**src/rtl/factor_pkg.sv**
```systemverilog
// Shared constants and state encoding for the sequential factor search.
// The divider and the sequencing FSM both size their datapaths from here.
package factor_pkg;

    localparam int W_T          = 12;
    localparam int W_F          = 6;
    localparam int D_MIN        = 2;
    localparam int D_MAX        = 63;
    localparam int CYC_PER_CAND = 14;
    localparam int W_CNT        = $clog2(W_T + 1);

    typedef enum logic [2:0] {
        IDLE  = 3'd0,
        LOAD  = 3'd1,
        DIV   = 3'd2,
        CHECK = 3'd3,
        DONE  = 3'd4
    } state_t;

endpackage

```
**src/rtl/factor_div_serial.sv**
```systemverilog
// Serial restoring divider: one quotient bit per cycle, W_T cycles after load.
// The divisor must be held stable from load until valid rises.
module factor_div_serial
    import factor_pkg::*;
(
    input  logic           clk,
    input  logic           rst_n,
    input  logic           load,
    input  logic [W_T-1:0] dividend,
    input  logic [W_F-1:0] divisor,
    output logic [W_F:0]   rem,
    output logic [W_T-1:0] quo,
    output logic           valid
);

    logic [W_F:0]     r_rem;
    logic [W_T-1:0]   r_quo;
    logic [W_CNT-1:0] r_cnt;
    logic             r_run;

    logic [W_F:0]     w_rem_sh;
    logic [W_F:0]     w_div_ext;
    logic [W_F:0]     w_rem_nx;
    logic             w_ge;

    // The partial remainder stays below the divisor, so its low W_F bits
    // plus the incoming dividend bit always fit in W_F+1 bits.
    always_comb begin
        w_rem_sh  = {r_rem[W_F-1:0], r_quo[W_T-1]};
        w_div_ext = {1'b0, divisor};
        w_ge      = (w_rem_sh >= w_div_ext);
        w_rem_nx  = w_ge ? (w_rem_sh - w_div_ext) : w_rem_sh;
    end

    always_ff @(posedge clk or negedge rst_n) begin
        if (!rst_n) begin
            r_rem <= '0;
            r_quo <= '0;
            r_cnt <= '0;
            r_run <= 1'b0;
        end else if (load) begin
            r_rem <= '0;
            r_quo <= dividend;
            r_cnt <= '0;
            r_run <= 1'b1;
        end else if (r_run) begin
            r_rem <= w_rem_nx;
            r_quo <= {r_quo[W_T-2:0], w_ge};
            r_cnt <= r_cnt + 1'b1;
            if (r_cnt == W_CNT'(W_T - 1)) begin
                r_run <= 1'b0;
            end
        end
    end

    assign rem   = r_rem;
    assign quo   = r_quo;
    assign valid = !r_run && (r_cnt == W_CNT'(W_T));

endmodule

```
**src/rtl/factor_search.sv**
```systemverilog
// Finds the factor pair (f1,f2) of a W_T-bit target with the smallest f1,
// both factors in [D_MIN, D_MAX], by trial division over every candidate.
module factor_search
    import factor_pkg::*;
(
    input  logic           clk,
    input  logic           rst_n,
    input  logic           start,
    input  logic [W_T-1:0] target,
    output logic           busy,
    output logic           done,
    output logic           found,
    output logic [W_F-1:0] f1,
    output logic [W_F-1:0] f2,
    output logic [2:0]     o_dbg_state
);

    state_t           r_state;
    state_t           w_next;

    logic [W_T-1:0]   r_t_q;
    logic [W_F-1:0]   r_d;
    logic [W_CNT-1:0] r_cnt;
    logic             r_found;
    logic [W_F-1:0]   r_f1;
    logic [W_F-1:0]   r_f2;

    logic             w_load;
    logic             w_hit;
    logic             w_last_d;
    logic [W_F:0]     w_rem;
    logic [W_T-1:0]   w_quo;
    logic             w_valid;

    factor_div_serial u_div (
        .clk      (clk),
        .rst_n    (rst_n),
        .load     (w_load),
        .dividend (r_t_q),
        .divisor  (r_d),
        .rem      (w_rem),
        .quo      (w_quo),
        .valid    (w_valid)
    );

    // A cofactor outside [D_MIN, D_MAX] would not fit the checker's factor
    // width, so such exact divisions are rejected and the sweep continues.
    always_comb begin
        w_hit    = w_valid && (w_rem == '0)
                   && (w_quo >= W_T'(D_MIN)) && (w_quo <= W_T'(D_MAX));
        w_last_d = (r_d == W_F'(D_MAX));
    end

    always_ff @(posedge clk or negedge rst_n) begin
        if (!rst_n) begin
            r_state <= IDLE;
        end else begin
            r_state <= w_next;
        end
    end

    always_comb begin
        w_next = r_state;
        w_load = 1'b0;
        case (r_state)
            IDLE: begin
                if (start) begin
                    w_next = LOAD;
                end
            end
            LOAD: begin
                w_load = 1'b1;
                w_next = DIV;
            end
            DIV: begin
                if (r_cnt == W_CNT'(W_T - 1)) begin
                    w_next = CHECK;
                end
            end
            CHECK: begin
                if (w_hit || w_last_d) begin
                    w_next = DONE;
                end else begin
                    w_next = LOAD;
                end
            end
            DONE: begin
                w_next = IDLE;
            end
            default: begin
                w_next = IDLE;
            end
        endcase
    end

    // Result registers are cleared on acceptance so that a search in flight
    // never shows a stale pair from the previous target.
    always_ff @(posedge clk or negedge rst_n) begin
        if (!rst_n) begin
            r_t_q   <= '0;
            r_d     <= '0;
            r_cnt   <= '0;
            r_found <= 1'b0;
            r_f1    <= '0;
            r_f2    <= '0;
        end else begin
            case (r_state)
                IDLE: begin
                    if (start) begin
                        r_t_q   <= target;
                        r_d     <= W_F'(D_MIN);
                        r_found <= 1'b0;
                        r_f1    <= '0;
                        r_f2    <= '0;
                    end
                end
                LOAD: begin
                    r_cnt <= '0;
                end
                DIV: begin
                    r_cnt <= r_cnt + 1'b1;
                end
                CHECK: begin
                    if (w_hit) begin
                        r_found <= 1'b1;
                        r_f1    <= r_d;
                        r_f2    <= w_quo[W_F-1:0];
                    end else if (!w_last_d) begin
                        r_d <= r_d + 1'b1;
                    end
                end
                default: begin
                end
            endcase
        end
    end

    assign busy        = (r_state != IDLE);
    assign done        = (r_state == DONE);
    assign found       = r_found;
    assign f1          = r_f1;
    assign f2          = r_f2;
    assign o_dbg_state = r_state;

endmodule

```
**config.mk**
```make
export PLATFORM = sky130hd
export DESIGN_NAME = factor_search
export DESIGN_NICKNAME = d
export VERILOG_FILES = /design/src/rtl/factor_pkg.sv /design/src/rtl/factor_div_serial.sv /design/src/rtl/factor_search.sv
export SDC_FILE = /design/constraint.sdc
export NUM_CORES = 1
export LEC_CHECK = 0
export ABC_AREA = 1
export BUFFER_PORTS_ARGS = -buffer_cell sky130_fd_sc_hd__clkbuf_2
export CAP_MARGIN = 20
export CORE_AREA = 2 2 83 85
export CTS_CLUSTER_SIZE = 14
export DETAILED_ROUTE_END_ITERATION = 10
export DIE_AREA = 0 0 85 87
export PLACE_DENSITY = 0.7
export RECOVER_POWER = 100
export SLEW_MARGIN = 30
export SYNTH_ARGS = -nofsm -noshare
export SYNTH_HDL_FRONTEND = slang
export SYNTH_SLANG_ARGS = --single-unit
```
**constraint.sdc**
```tcl
create_clock -name clk -period 1.9 [get_ports clk]
set_input_delay 0.19 -clock clk [delete_from_list [all_inputs] [get_ports clk]]
set_output_delay 0.19 -clock clk [all_outputs]
set_load 0.1 [all_outputs]
```
==> Word-level counts from Yosys, hierarchy flattened <==
Index checks and enable logic that the tools add are counted.
{ "totals": {"ramBits": 0, "n_memories": 0, "latchBits": 0, "in_bits": 15, "out_inout_bits": 18, "reg_bits": 62, "elab_cells": 75, "rom_bits": 0} }
{ "classes": {"magnitude_cmp": 3, "eq_ne": 13, "reduce_logical": 16, "bitwise": 0, "div_mod_pow": 0, "n_shift": 0, "mul": 0, "add_sub_neg": 4, "n_mux": 28} }
{ "op_table": {"columns": ["operator", "count"], "rows": [
  ["6-bit two-way mux", 6],
  ["6-bit case mux with 2 select lines", 3],
  ["12-bit two-way mux", 2],
  ["7-bit two-way mux", 3],
  ["4-bit == test, second input constant", 3],
  ["12-bit by 2-bit greater-or-equal comparator with 1-bit output, second input constant", 1],
  ["12-bit by 6-bit <= comparator with 1-bit output, second input constant", 1],
  ["3-bit case mux with 4 select lines", 1],
  ["2-bit != test, second input constant", 5],
  ["3-bit two-way mux", 3],
  ["4-bit by 1-bit adder with 4-bit output, second input constant", 2],
  ["4-bit two-way mux", 2],
  ["4-bit case mux with 2 select lines", 1],
  ["7-bit by 6-bit greater-or-equal comparator with 1-bit output", 1],
  ["7-bit zero test", 1],
  ["7-bit by 6-bit subtractor with 7-bit output", 1],
  ["6-bit by 1-bit adder with 6-bit output, second input constant", 1],
  ["3-bit by 2-bit == test with 1-bit output, second input constant", 2],
  ["6-bit == test, second input constant", 1],
  ["1-bit two-way mux", 6],
  ["2-bit nonzero test", 3],
  ["1-bit logical AND", 4],
  ["2-bit AND reduction", 2],
  ["4-bit AND reduction", 1],
  ["other kinds (8)", 8]
]} }

==> Logic depth before layout (Yosys ltp) <==
Gate-level depths: netlist of run 1.
{ "logic_depth": {"ltp_word": 8, "ltp_mapped": 11, "ltp_nobuf": 11} }

==> Hierarchy <==
A second synthesis of run 1 with hierarchy kept.
{ "hier_totals": {"cells_unflattened": 409, "hier_area_um2": 3315.7} }
{ "by_module_without_submodules": {"columns": ["module", "area_per_inst_um2", "cells_each", "seq_area_each_um2", "n_inst"], "rows": [
  ["factor_search", 1764.2, 210, 950.9, 1],
  ["factor_div_serial", 1551.5, 199, 600.6, 1]
]} }

==> Worst setup path before layout of run 1 <==
OpenSTA, ideal clock, no wires.
{ "synth_path": {"kind": "flip-flop to output port", "startpoint": "reg r_state[2] (netlist: o_dbg_state[2])", "endpoint": "out done", "path_slack_ps": -1583, "stages_incl_launch_ff": 3, "arrival_time_ps": 3293, "required_time_ps": 1710, "n_path_buf": 0, "cell_sequence": "dfrtp_1 > inv_1 > nor3_1"} }
{ "synth_between": {"elab_chain_cells": 1} }
{ "synth_lines": {"columns": ["item", "line_no", "text"], "rows": [
  ["from (decl)", "factor_search.sv:18", "state_t r_state;"],
  ["from (signal assigned)", "factor_search.sv:58", "r_state <= w_next;"],
  ["3-bit == test", "factor_search.sv:139", "assign done = (r_state == DONE);"],
  ["to (decl)", "factor_search.sv:11", "output logic done,"]
]} }
No other way between the ends.

==> Final worst setup path of run 1 <==
{ "layout_path": {"startpoint": "reg r_d[3]", "endpoint": "reg u_div.r_rem[4] (netlist: u_div.rem[4])"} }
{ "layout_between": {"elab_chain_cells": 4, "word_cells_on_any_way": 5, "cone_classes": "add/sub: 1; order compare: 1; mux: 3"} }
{ "layout_lines": {"columns": ["item", "line_no", "text"], "rows": [
  ["from (decl)", "factor_search.sv:22", "logic [W_F-1:0] r_d;"],
  ["from (signal assigned)", "factor_search.sv:111", "r_d <= W_F'(D_MIN);"],
  ["from (signal assigned)", "factor_search.sv:129", "r_d <= r_d + 1'b1;"],
  ["7-bit by 6-bit subtractor with 7-bit output / 7-bit by 6-bit greater-or-equal comparator with 1-bit output (equally long branches)", "factor_div_serial.sv:32, factor_div_serial.sv:31", null],
  ["7-bit two-way mux *", "factor_div_serial.sv:32", "w_rem_nx = w_ge ? (w_rem_sh - w_div_ext) : w_rem_sh;"],
  ["7-bit two-way mux *", "factor_div_serial.sv:46", "end else if (r_run) begin"],
  ["7-bit two-way mux *", "factor_div_serial.sv:41", "end else if (load) begin"],
  ["to (signal assigned)", "factor_div_serial.sv:47", "r_rem <= w_rem_nx;"],
  ["to (decl)", "factor_div_serial.sv:16", "logic [W_F:0] r_rem;"]
]} }
Every way passes the cells marked *; elsewhere a longest branch is shown, timed or not. The select of a mux whose other input is x is not followed.
A chain may end at the register's enable or synchronous reset.

==> impl_metrics.yaml, run 1 <==
placed_design:
  hpwl_mm: 5.12
  place_area_mm2: 0.00357
  post-place-cells: 493
  place_ws_ns: 0.0289
  port_buffers: 32
  gp_congestion: 0.907
clocking:
  clock_latency_ns: 0.33
  clk_pin_slew_ns: 0.07
  cts_sinks: 62
  clockRootBuffer: "clkbuf_8"
  clk_path_buf_depth: 2
  htree_num_levels: 3
  cts_tree: "yes"
  numCtsBuffers: 9
sta:
  finClkSkew_ns: 0.00958
  fin_tns_setup_ns: 0
  min_period_ns: 1.82
  whs_ns: 0.0516
  slew_headroom_pct: 46.0
  finalMaxSlewViolations: 0
  hold_viol_final: 0
  finalCritPeriodShare_pct: 95.9
  fmax_ghz: 0.549
  finalSetupViolations: 0
  setup_slack_ns: 0.0783
  worst_pin_slew_ns: 0.810
worst_setup_path:
  cp_data_required_time_ns: 2.09
  reg2regPathDepth: 9
  r2r_start: "r_d[3]$_DFFE_PN0P_"
  reg2reg_slack_ns: 0.08
  critPathArrivalTime_ns: 2.01
  r2r-end: "u_div.rem[4]$_DFFE_PN0P_"
  critPathMaxFanout: 5
  crit_type: "reg2reg"
  end_kind: "flip-flop"
  start_kind: "flip-flop"
grt:
  antenna_found_initial: 0
  track_usage_pct: 20.9
  first_global_vias: 2606
  gr-total-overflow: 0
  grt_start_max_net_pins: 34
  grt_pass1_wl_mm: 12.3
hold_path:
  worst_hold_path_type: "in2reg"
  hold_end: "r_t_q[3]$_DFFE_PN0P_"
  holdPathStages: 3
  hp-start: "target[3]"
floorplanning:
  initial_core_util_pct: 49.5
  die_h_um: 87
  die_w_um: 85
  io_pins: 33
  coreArea_mm2: 0.00657
  fp-row-count: 30
  die_area_mm2: 0.00740
finish:
  antenna_cells: 0
  drive_gt1_share_pct: 19.8
  final_util_pct: 57.4
  nNetsFinal: 455
  fin_cells: 514
  postLayoutCellArea_mm2: 0.00377
  syn_to_final_growth_pct: 15.9
detailed_routing:
  first_pass_iters: 5
  via_count: 2663
  viasPerCell: 5.18
  ant_nets: 0
  wl_mm: 7.08
  drt_iter0_markers: 151
  wire_per_inst_um: 13.8
  drc: 0
synthesis:
  synth_most_common_cell: "nand2_1"
  synth_enable_flop_cells: 0
  ys_types: 33
  syn_area_per_cell_um2: 8.52
  netlist_instances: 382
  synth_top_cells_by_count: "nand2_1, dfrtp_1, inv_1"
  syn-cell-area_mm2: 0.00325
  synth_area_leader_cell: "dfrtp_1"
  synth_ff_type: "dfrtp_1"
  synthTopCellsByArea: "dfrtp_1, nand2_1, nand3_1"
  yosysTopAreaCellShare_pct: 47.7
  async_reset_ff_share_pct: 100
  synth_nets: 408
  ys_warn_count: 0
  synth-seq-cells: 62
  ys_seq_area_share_pct: 47.7
outcome:
  status: "finished, final reports clean"
power_and_ir_drop:
  swShare_pct: 45.6
  pwr-share-seq_pct: 33.7
  power_density_mw_per_mm2: 1690
  p_clk_share_pct: 17.8
  power_mw: 6.37
  combPwrFrac_pct: 48.6
  p_int_mw: 3.46
  p_switching_mw: 2.91
  peakVddDrop_v: 0.00155
  p_leak_nw: 1.90
job:
  cap_violations: 0
## critical path: stages (launching register included)
cell     delay, ns
dfrtp_1       0.38
inv_1         0.09
ha_2          0.39
nand2_1       0.09
nor2_1        0.18
nand3_2       0.17
nand3_2       0.17
nand2_1       0.07
nand3_1       0.06
o21ai_0       0.09
## metal layers
layer  vias to the layer above  global-route usage [%]  wire length, um
li1                       1355                       -                -
met1                      1251                    28.8             3390
met2                        55                    33.1             3420
met3                         2                    4.83              233
met4                         0                    6.06               36
met5                         -                       0                0
## registers in the layout, summed over array words and instances (netlist names)
signal / count
u_div.r_cnt: 4
f2: 6
r_d: 6
u_div.rem: 7
found: 1
o_dbg_state: 3
r_cnt: 4
f1: 6
r_t_q: 12
u_div.quo: 12
u_div.r_run: 1
## power groups by stage
stage,clock network [mW],logic (mW),registers (mW)
final,1.13,3.09,2.15
after global routing,1.23,3.49,2.20
after CTS,1.16,3.02,2.13
after detailed placement,0,3.00,2.16
after global placement,0,2.94,2.13
after floorplan,0,2.20,2.23
## logic make-up (layout without fill, tap and decap cells)
family / count (synthesis) / count (layout) / synth area share [%]
AO/OA/AOI/OAI: 46 / 46 / 10.2
AND/OR/NAND/NOR: 203 / 204 / 28.7
adder cells (fa/ha/maj): 11 / 11 / 4.46
buffers and inverters: 52 / 103 / 6.77
flip-flops: 62 / 62 / 47.7
XOR/XNOR: 8 / 8 / 2.15
## what timing repair did
| action | in CTS | in global routing |
|---|---|---|
| setup buffers | 0 | 3 |
| hold endpoints to repair | 29 | 0 |
| hold buffers | 1 | 0 |
| setup endpoints to repair | 0 | 12 |
| resized for setup | 0 | 8 |
## how the worst max path moves through the flow
| stage | from | end | slack [ns] | cells past startpoint |
|---|---|---|---|---|
| floorplan | o_dbg_state[2]$_DFFE_PN0P_ | done | -0.09 | 2 |
| global placement | u_div.rem[1]$_DFFE_PN0P_ | u_div.rem[2]$_DFFE_PN0P_ | 0.15 | 8 |
| detailed placement | r_d[3]$_DFFE_PN0P_ | u_div.rem[4]$_DFFE_PN0P_ | 0.03 | 9 |
| CTS | r_d[3]$_DFFE_PN0P_ | u_div.rem[6]$_DFFE_PN0P_ | 0.03 | 8 |
| global route | r_d[3]$_DFFE_PN0P_ | u_div.rem[4]$_DFFE_PN0P_ | -0.02 | 9 |
| finish | r_d[3]$_DFFE_PN0P_ | u_div.rem[4]$_DFFE_PN0P_ | 0.08 | 9 |
## cell usage in the layout (no fill, tap or decap), types with 2 or more instances in the layout
master / n
clkbuf_1: 5
clkbuf_8: 10
nand2_2: 2
nand3_2: 6
nand4_1: 9
buf_4: 6
a21oi_1: 11
nor3_1: 6
o211ai_1: 6
xor2_1: 6
nor3_4: 2
inv_1: 38
xnor2_1: 2
o21ai_0: 11
nor2_1: 27
and3_1: 2
dfrtp_1: 59
nand3_1: 34
dfrtp_2: 3
nand2_1: 111
buf_12: 2
nand3_4: 2
inv_2: 5
ha_1: 8
o21ai_2: 7
clkbuf_2: 32
o221ai_1: 7
## area by class of cell
| class | instances | area (um2) |
|---|---|---|
| fillers | 636 | 2800 |
| flip-flops and latches | 62 | 1560 |
| multi-input cells | 269 | 1490 |
| repair buffers | 44 | 270 |
| inverters | 43 | 161 |
| clock buffers | 13 | 149 |
| well taps | 80 | 100 |
| clock inverters | 3 | 43.8 |
(Power assumes the default switching activity.)
==> run 2: changes to the inputs <==
- RECOVER_POWER: 100 -> not set
==> run 2 against run 1 <==
  * Total power rose by 0.91%
  * First-iteration DRC count fell by 6.0%
  * Die area did not move
  * Utilization rose by 1.1 points
  * Wire length barely moved
  * Clock power barely moved
  * Sequential cell count did not move
  * Cell count did not move
  * Via count barely moved
  * Clock skew rose by 0.00051 ns
  * Critical endpoint is now u_div.rem[6]$_DFFE_PN0P_
==> impl_metrics.yaml, run 2 (synthesis gave the netlist of run 1 again) <==
detailed_routing:
  wl_mm: 7.08
  viasPerCell: 5.18
  wire_per_inst_um: 13.8
  first_pass_iters: 4
  wl_met3_um: 223
  route.met2.wl_mm: 3.45
  highest_layer: "met4"
  wl_met1_mm: 3.37
  via_count: 2661
  drc: 0
  ant_nets: 0
  drt_iter0_markers: 142
sta:
  fmax_ghz: 0.553
  slew_headroom_pct: 46.1
  hold_viol_final: 0
  fin_tns_setup_ns: 0
  worst_pin_slew_ns: 0.808
  finalMaxSlewViolations: 0
  finalCritPeriodShare_pct: 95.1
  min_period_ns: 1.81
  setup_slack_ns: 0.0932
  finalSetupViolations: 0
  finClkSkew_ns: 0.0101
power_and_ir_drop:
  combPwrFrac_pct: 49.0
  p_clk_share_pct: 17.6
  pwr-share-seq_pct: 33.4
  swShare_pct: 45.7
  p_int_mw: 3.49
  peakVddDrop_v: 0.00151
  p_switching_mw: 2.94
  p_leak_nw: 1.92
  power_density_mw_per_mm2: 1670
finish:
  layout_common_cells: "nand2_1, dfrtp_1, inv_1"
  syn_to_final_growth_pct: 18.2
  layout_commonest_cell: "nand2_1"
  postLayoutCellArea_mm2: 0.00385
  nNetsFinal: 455
  drive_gt1_share_pct: 23.5
  multi_input_area_mm2: 0.00156
  fillers: 620
  antenna_cells: 0
  fin_cells: 514
  regArea_mm2: 0.00156
floorplanning:
  die_area_mm2: 0.00740
  io_pins: 33
  fp-row-count: 30
  die_h_um: 87
  coreArea_mm2: 0.00657
  die_w_um: 85
  initial_core_util_pct: 49.5
clocking:
  numCtsBuffers: 9
  htree_num_levels: 3
  clk_path_buf_depth: 2
  clockRootBuffer: "clkbuf_8"
  clock_latency_ns: 0.33
  cts_tree: "yes"
  clk_pin_slew_ns: 0.07
  cts_sinks: 62
worst_setup_path:
  cp_data_required_time_ns: 2.15
  critPathSlowestCell: "ha_2"
  critPathArrivalTime_ns: 2.06
  critPathMaxFanout: 5
  start_kind: "flip-flop"
  path_cells: "inv_1 > ha_2 > nand2_1 > nor2_1 > nand3_2 > nand3_4 > nand3_1 > o21ai_1"
  end_kind: "flip-flop"
  slowest_delay_ns: 0.39
  reg2reg_slack_ns: 0.09
  crit_type: "reg2reg"
grt:
  first_global_vias: 2606
  grt_start_max_net_pins: 34
  gr-total-overflow: 0
  antenna_found_initial: 0
  grt_pass1_wl_mm: 12.3
  track_usage_pct: 20.9
outcome:
  status: "finished, final reports clean"
placed_design:
  place_area_mm2: 0.00357
  port_buffers: 32
  hpwl_mm: 5.12
  post-place-cells: 493
  place_ws_ns: 0.0289
  gp_congestion: 0.907
hold_path:
  worst_hold_path_type: "in2reg"
job:
  cap_violations: 0
## run 2: per-layer routing
layer	GRT usage, %	vias to the layer above
met5	0	-
met4	6.06	0
met3	4.83	2
met2	33.1	51
met1	28.8	1255
li1	-	1353
## run 2: repair_timing
item,4_1_cts,5_1_grt
hold buffers,1,0
endpoints found under the hold margin,29,0
resized for setup,0,8
endpoints found under the setup margin,0,12
buffers inserted,0,3
## run 2: cell type report
type / count / area share, %
multi-input combinational: 269 / 40.5
sequential: 62 / 40.5
timing repair buffer: 44 / 7.22
inverter: 43 / 4.20
clock buffer: 13 / 3.87
tap: 80 / 2.60
clock inverter: 3 / 1.14
## run 2: power groups by stage
stage	Clock [mW]	Sequential, mW	Combinational [mW]
2_1_floorplan	0	2.23	2.20
3_3_place_gp	0	2.13	2.94
3_5_place_dp	0	2.16	3.00
4_1_cts	1.16	2.13	3.02
5_1_grt	1.23	2.20	3.55
6_report	1.13	2.15	3.15
## run 2: final timing paths
kind / from / to / cells past startpoint
worst max-delay path: r_d[3]$_DFFE_PN0P_ / u_div.rem[6]$_DFFE_PN0P_ / 8
worst min-delay path: target[3] / r_t_q[3]$_DFFE_PN0P_ / 3
worst max register to register: r_d[3]$_DFFE_PN0P_ / u_div.rem[6]$_DFFE_PN0P_ / 8
worst min register to register: r_t_q[5]$_DFFE_PN0P_ / r_t_q[5]$_DFFE_PN0P_ / 2
max in group asynchronous: rst_n / r_t_q[8]$_DFFE_PN0P_ / 3
min in group asynchronous: rst_n / r_d[5]$_DFFE_PN0P_ / 2
## run 2: critical path: cells and delay by family, from the launching register on
family | cells | cell delay, ns
adder cells (fa/ha/maj) | 1 | 0.39
AND/OR/NAND/NOR | 5 | 0.72
AO/OA/AOI/OAI | 1 | 0.15
buffers and inverters | 1 | 0.10
flip-flops | 1 | 0.38
## run 2: through the flow
step / power [mW] / util [%] / hold slack (ns)
5_1_grt: 6.98 / 58.6 / 0.0483
6_report: 6.43 / 58.6 / 0.0495
3_3_place_gp: 5.07 / 54.3 / 0.327
2_1_floorplan: 4.43 / - / -0.106
3_5_place_dp: 5.16 / 54.3 / 0.333
4_1_cts: 6.32 / 57.4 / 0.0343
==> run 3: changes to the inputs <==
- CORE_AREA: 2 2 83 85 -> 2 2 78 80
- DIE_AREA: 0 0 85 87 -> 0 0 80 82
- PLACE_DENSITY: 0.7 -> 0.78
==> run 3 against run 2 <==
  * Sequential cell count stayed put
  * Design area is 1.0% higher
  * Wire length is 0.35% lower
  * Cell count is 0.97% lower
  * Via count is 2.6% higher
  * Sequential share of layout area is 0.40 points lower
  * Critical path depth is 2 higher
  * Largest power group unchanged
  * Global-route usage is 3.2 points higher
  * Die area is 11% lower
  * Worst hold slack worse by 0.0057 ns
==> impl_metrics.yaml, run 3 (synthesis gave the netlist of run 1 again) <==
outcome:
  status: "finished, final reports clean"
floorplanning:
  die_area_mm2: 0.00656
  io_pins: 33
  die_h_um: 82
  initial_core_util_pct: 56.6
  coreArea_mm2: 0.00575
  die_w_um: 80
  fp-row-count: 28
finish:
  layout_commonest_cell: "nand2_1"
  syn_to_final_growth_pct: 19.4
  nNetsFinal: 456
  fin_cells: 509
  layout_common_cells: "nand2_1, dfrtp_1, inv_1"
  antenna_cells: 0
  drive_gt1_share_pct: 24.4
worst_setup_path:
  critPathBufInv: 1
  crit_top_cell: "nand2_1"
  path_cells: "inv_1 > ha_4 > nand2_1 > nand2_1 > a21oi_4 > nand3_4 > nor2_1 > nor2_1 > nand2_1 > nand2_1"
  end_kind: "flip-flop"
  critPathArrivalTime_ns: 2.03
  cp_data_required_time_ns: 2.13
  critPathSlowestCell: "dfrtp_1"
  critPathMaxFanout: 9
  crit_type: "reg2reg"
  slowest_delay_ns: 0.42
  critPathTopFamily: "simple AND/OR/NAND/NOR gates"
  start_kind: "flip-flop"
  reg2reg_slack_ns: 0.1
power_and_ir_drop:
  swShare_pct: 45.2
  p_switching_mw: 2.93
  power_density_mw_per_mm2: 1670
  p_clk_share_pct: 18.4
  combPwrFrac_pct: 48.4
  pwr-share-seq_pct: 33.2
  p_leak_nw: 1.94
  p_int_mw: 3.56
  power_mw: 6.49
  peakVddDrop_v: 0.00144
grt:
  first_global_vias: 2556
  grt_start_max_net_pins: 34
  gr-total-overflow: 0
  grt_pass1_wl_mm: 11.9
  track_usage_pct: 24.1
  antenna_found_initial: 0
clocking:
  numCtsBuffers: 9
  clk_path_buf_depth: 2
  clk_pin_slew_ns: 0.07
  cts_tree: "yes"
  cts_sinks: 62
  htree_num_levels: 3
  clock_latency_ns: 0.33
  clockRootBuffer: "clkbuf_8"
detailed_routing:
  drc: 0
  viasPerCell: 5.37
  first_pass_iters: 5
  drt_iter0_markers: 135
  wire_per_inst_um: 13.9
  ant_nets: 0
  wl_mm: 7.05
  via_count: 2731
job:
  cap_violations: 0
sta:
  fmax_ghz: 0.554
  finalCritPeriodShare_pct: 95.0
  hold_viol_final: 0
  finalMaxSlewViolations: 0
  min_period_ns: 1.80
  finClkSkew_ns: 0.00713
  slew_headroom_pct: 63.6
  finalSetupViolations: 0
  worst_pin_slew_ns: 0.548
hold_path:
  worst_hold_path_type: "in2reg"
placed_design:
  hpwl_mm: 5.05
  port_buffers: 32
  post-place-cells: 488
  gp_congestion: 0.927
-- run 3: cell types whose count changed in the layout (fill, tap and decap cells not counted), sizes merged --
cell,before,now
nand3,42,41
clkbuf,45,44
clkinvlp,0,1
buf,11,13
clkinv,2,1
-- run 3: routing by layer --
layer	track usage [%]	vias up	part of all wire, %
met5	0	-	0
met4	9.32	0	2.0
met3	6.81	14	4.9
met2	38.0	82	47
li1	-	1358	-
met1	31.8	1277	46
-- run 3: worst paths after layout --
check,cells after the start,endpoint,start
max,10,u_div.rem[2]$_DFFE_PN0P_,r_d[4]$_DFFE_PN0P_
min,3,r_t_q[8]$_DFFE_PN0P_,target[8]
max reg2reg,10,u_div.rem[2]$_DFFE_PN0P_,r_d[4]$_DFFE_PN0P_
min reg2reg,1,r_cnt[3]$_DFFE_PN0N_,r_cnt[3]$_DFFE_PN0N_
max in group asynchronous,3,r_t_q[11]$_DFFE_PN0P_,rst_n
min in group asynchronous,2,f2[0]$_DFFE_PN0P_,rst_n
-- run 3: power by group through the flow --
stage | Sequential, mW | Clock, mW | Combinational, mW
finish | 2.15 | 1.20 | 3.14
global route | 2.21 | 1.30 | 3.52
CTS | 2.13 | 1.22 | 3.02
detailed placement | 2.15 | 0 | 2.97
global placement | 2.13 | 0 | 2.93
floorplan | 2.23 | 0 | 2.20
-- run 3: final cells by class --
type | count | area, um2
clock buffers | 12 | 165
clock inverters | 3 | 42.5
fillers | 466 | 1860
inverters | 43 | 161
multi-input cells | 268 | 1560
flip-flops and latches | 62 | 1560
well taps | 75 | 93.8
repair buffers | 46 | 305
-- run 3: what timing repair did --
action	CTS	global route
hold endpoints to repair	17	0
setup endpoints to repair	3	11
resized for setup	2	7
hold buffers	1	0
pin swaps	0	2
setup buffers	0	5
cloned	0	0
-- run 3: worst min-delay path, cell delays in order --
cell	delay [ns]
clkbuf_2	0.07
nand2_1	0.04
nand2_1	0.04
-- run 3: through the flow --
stage                     hold slack (ns)  worst slack [ns]  utilization [%]   TNS, ns  instance area [um2]
after floorplan                    -0.106           -0.0896                -   -0.0896                 3280
after global placement              0.176            0.0463             62.2         0                 3570
after detailed placement            0.182           0.00149             62.2         0                 3570
after CTS                          0.0287            0.0406             66.2         0                 3800
after global routing               0.0363          -0.00593             67.6  -0.00593                 3890
final                              0.0438            0.0954             67.6         0                 3890
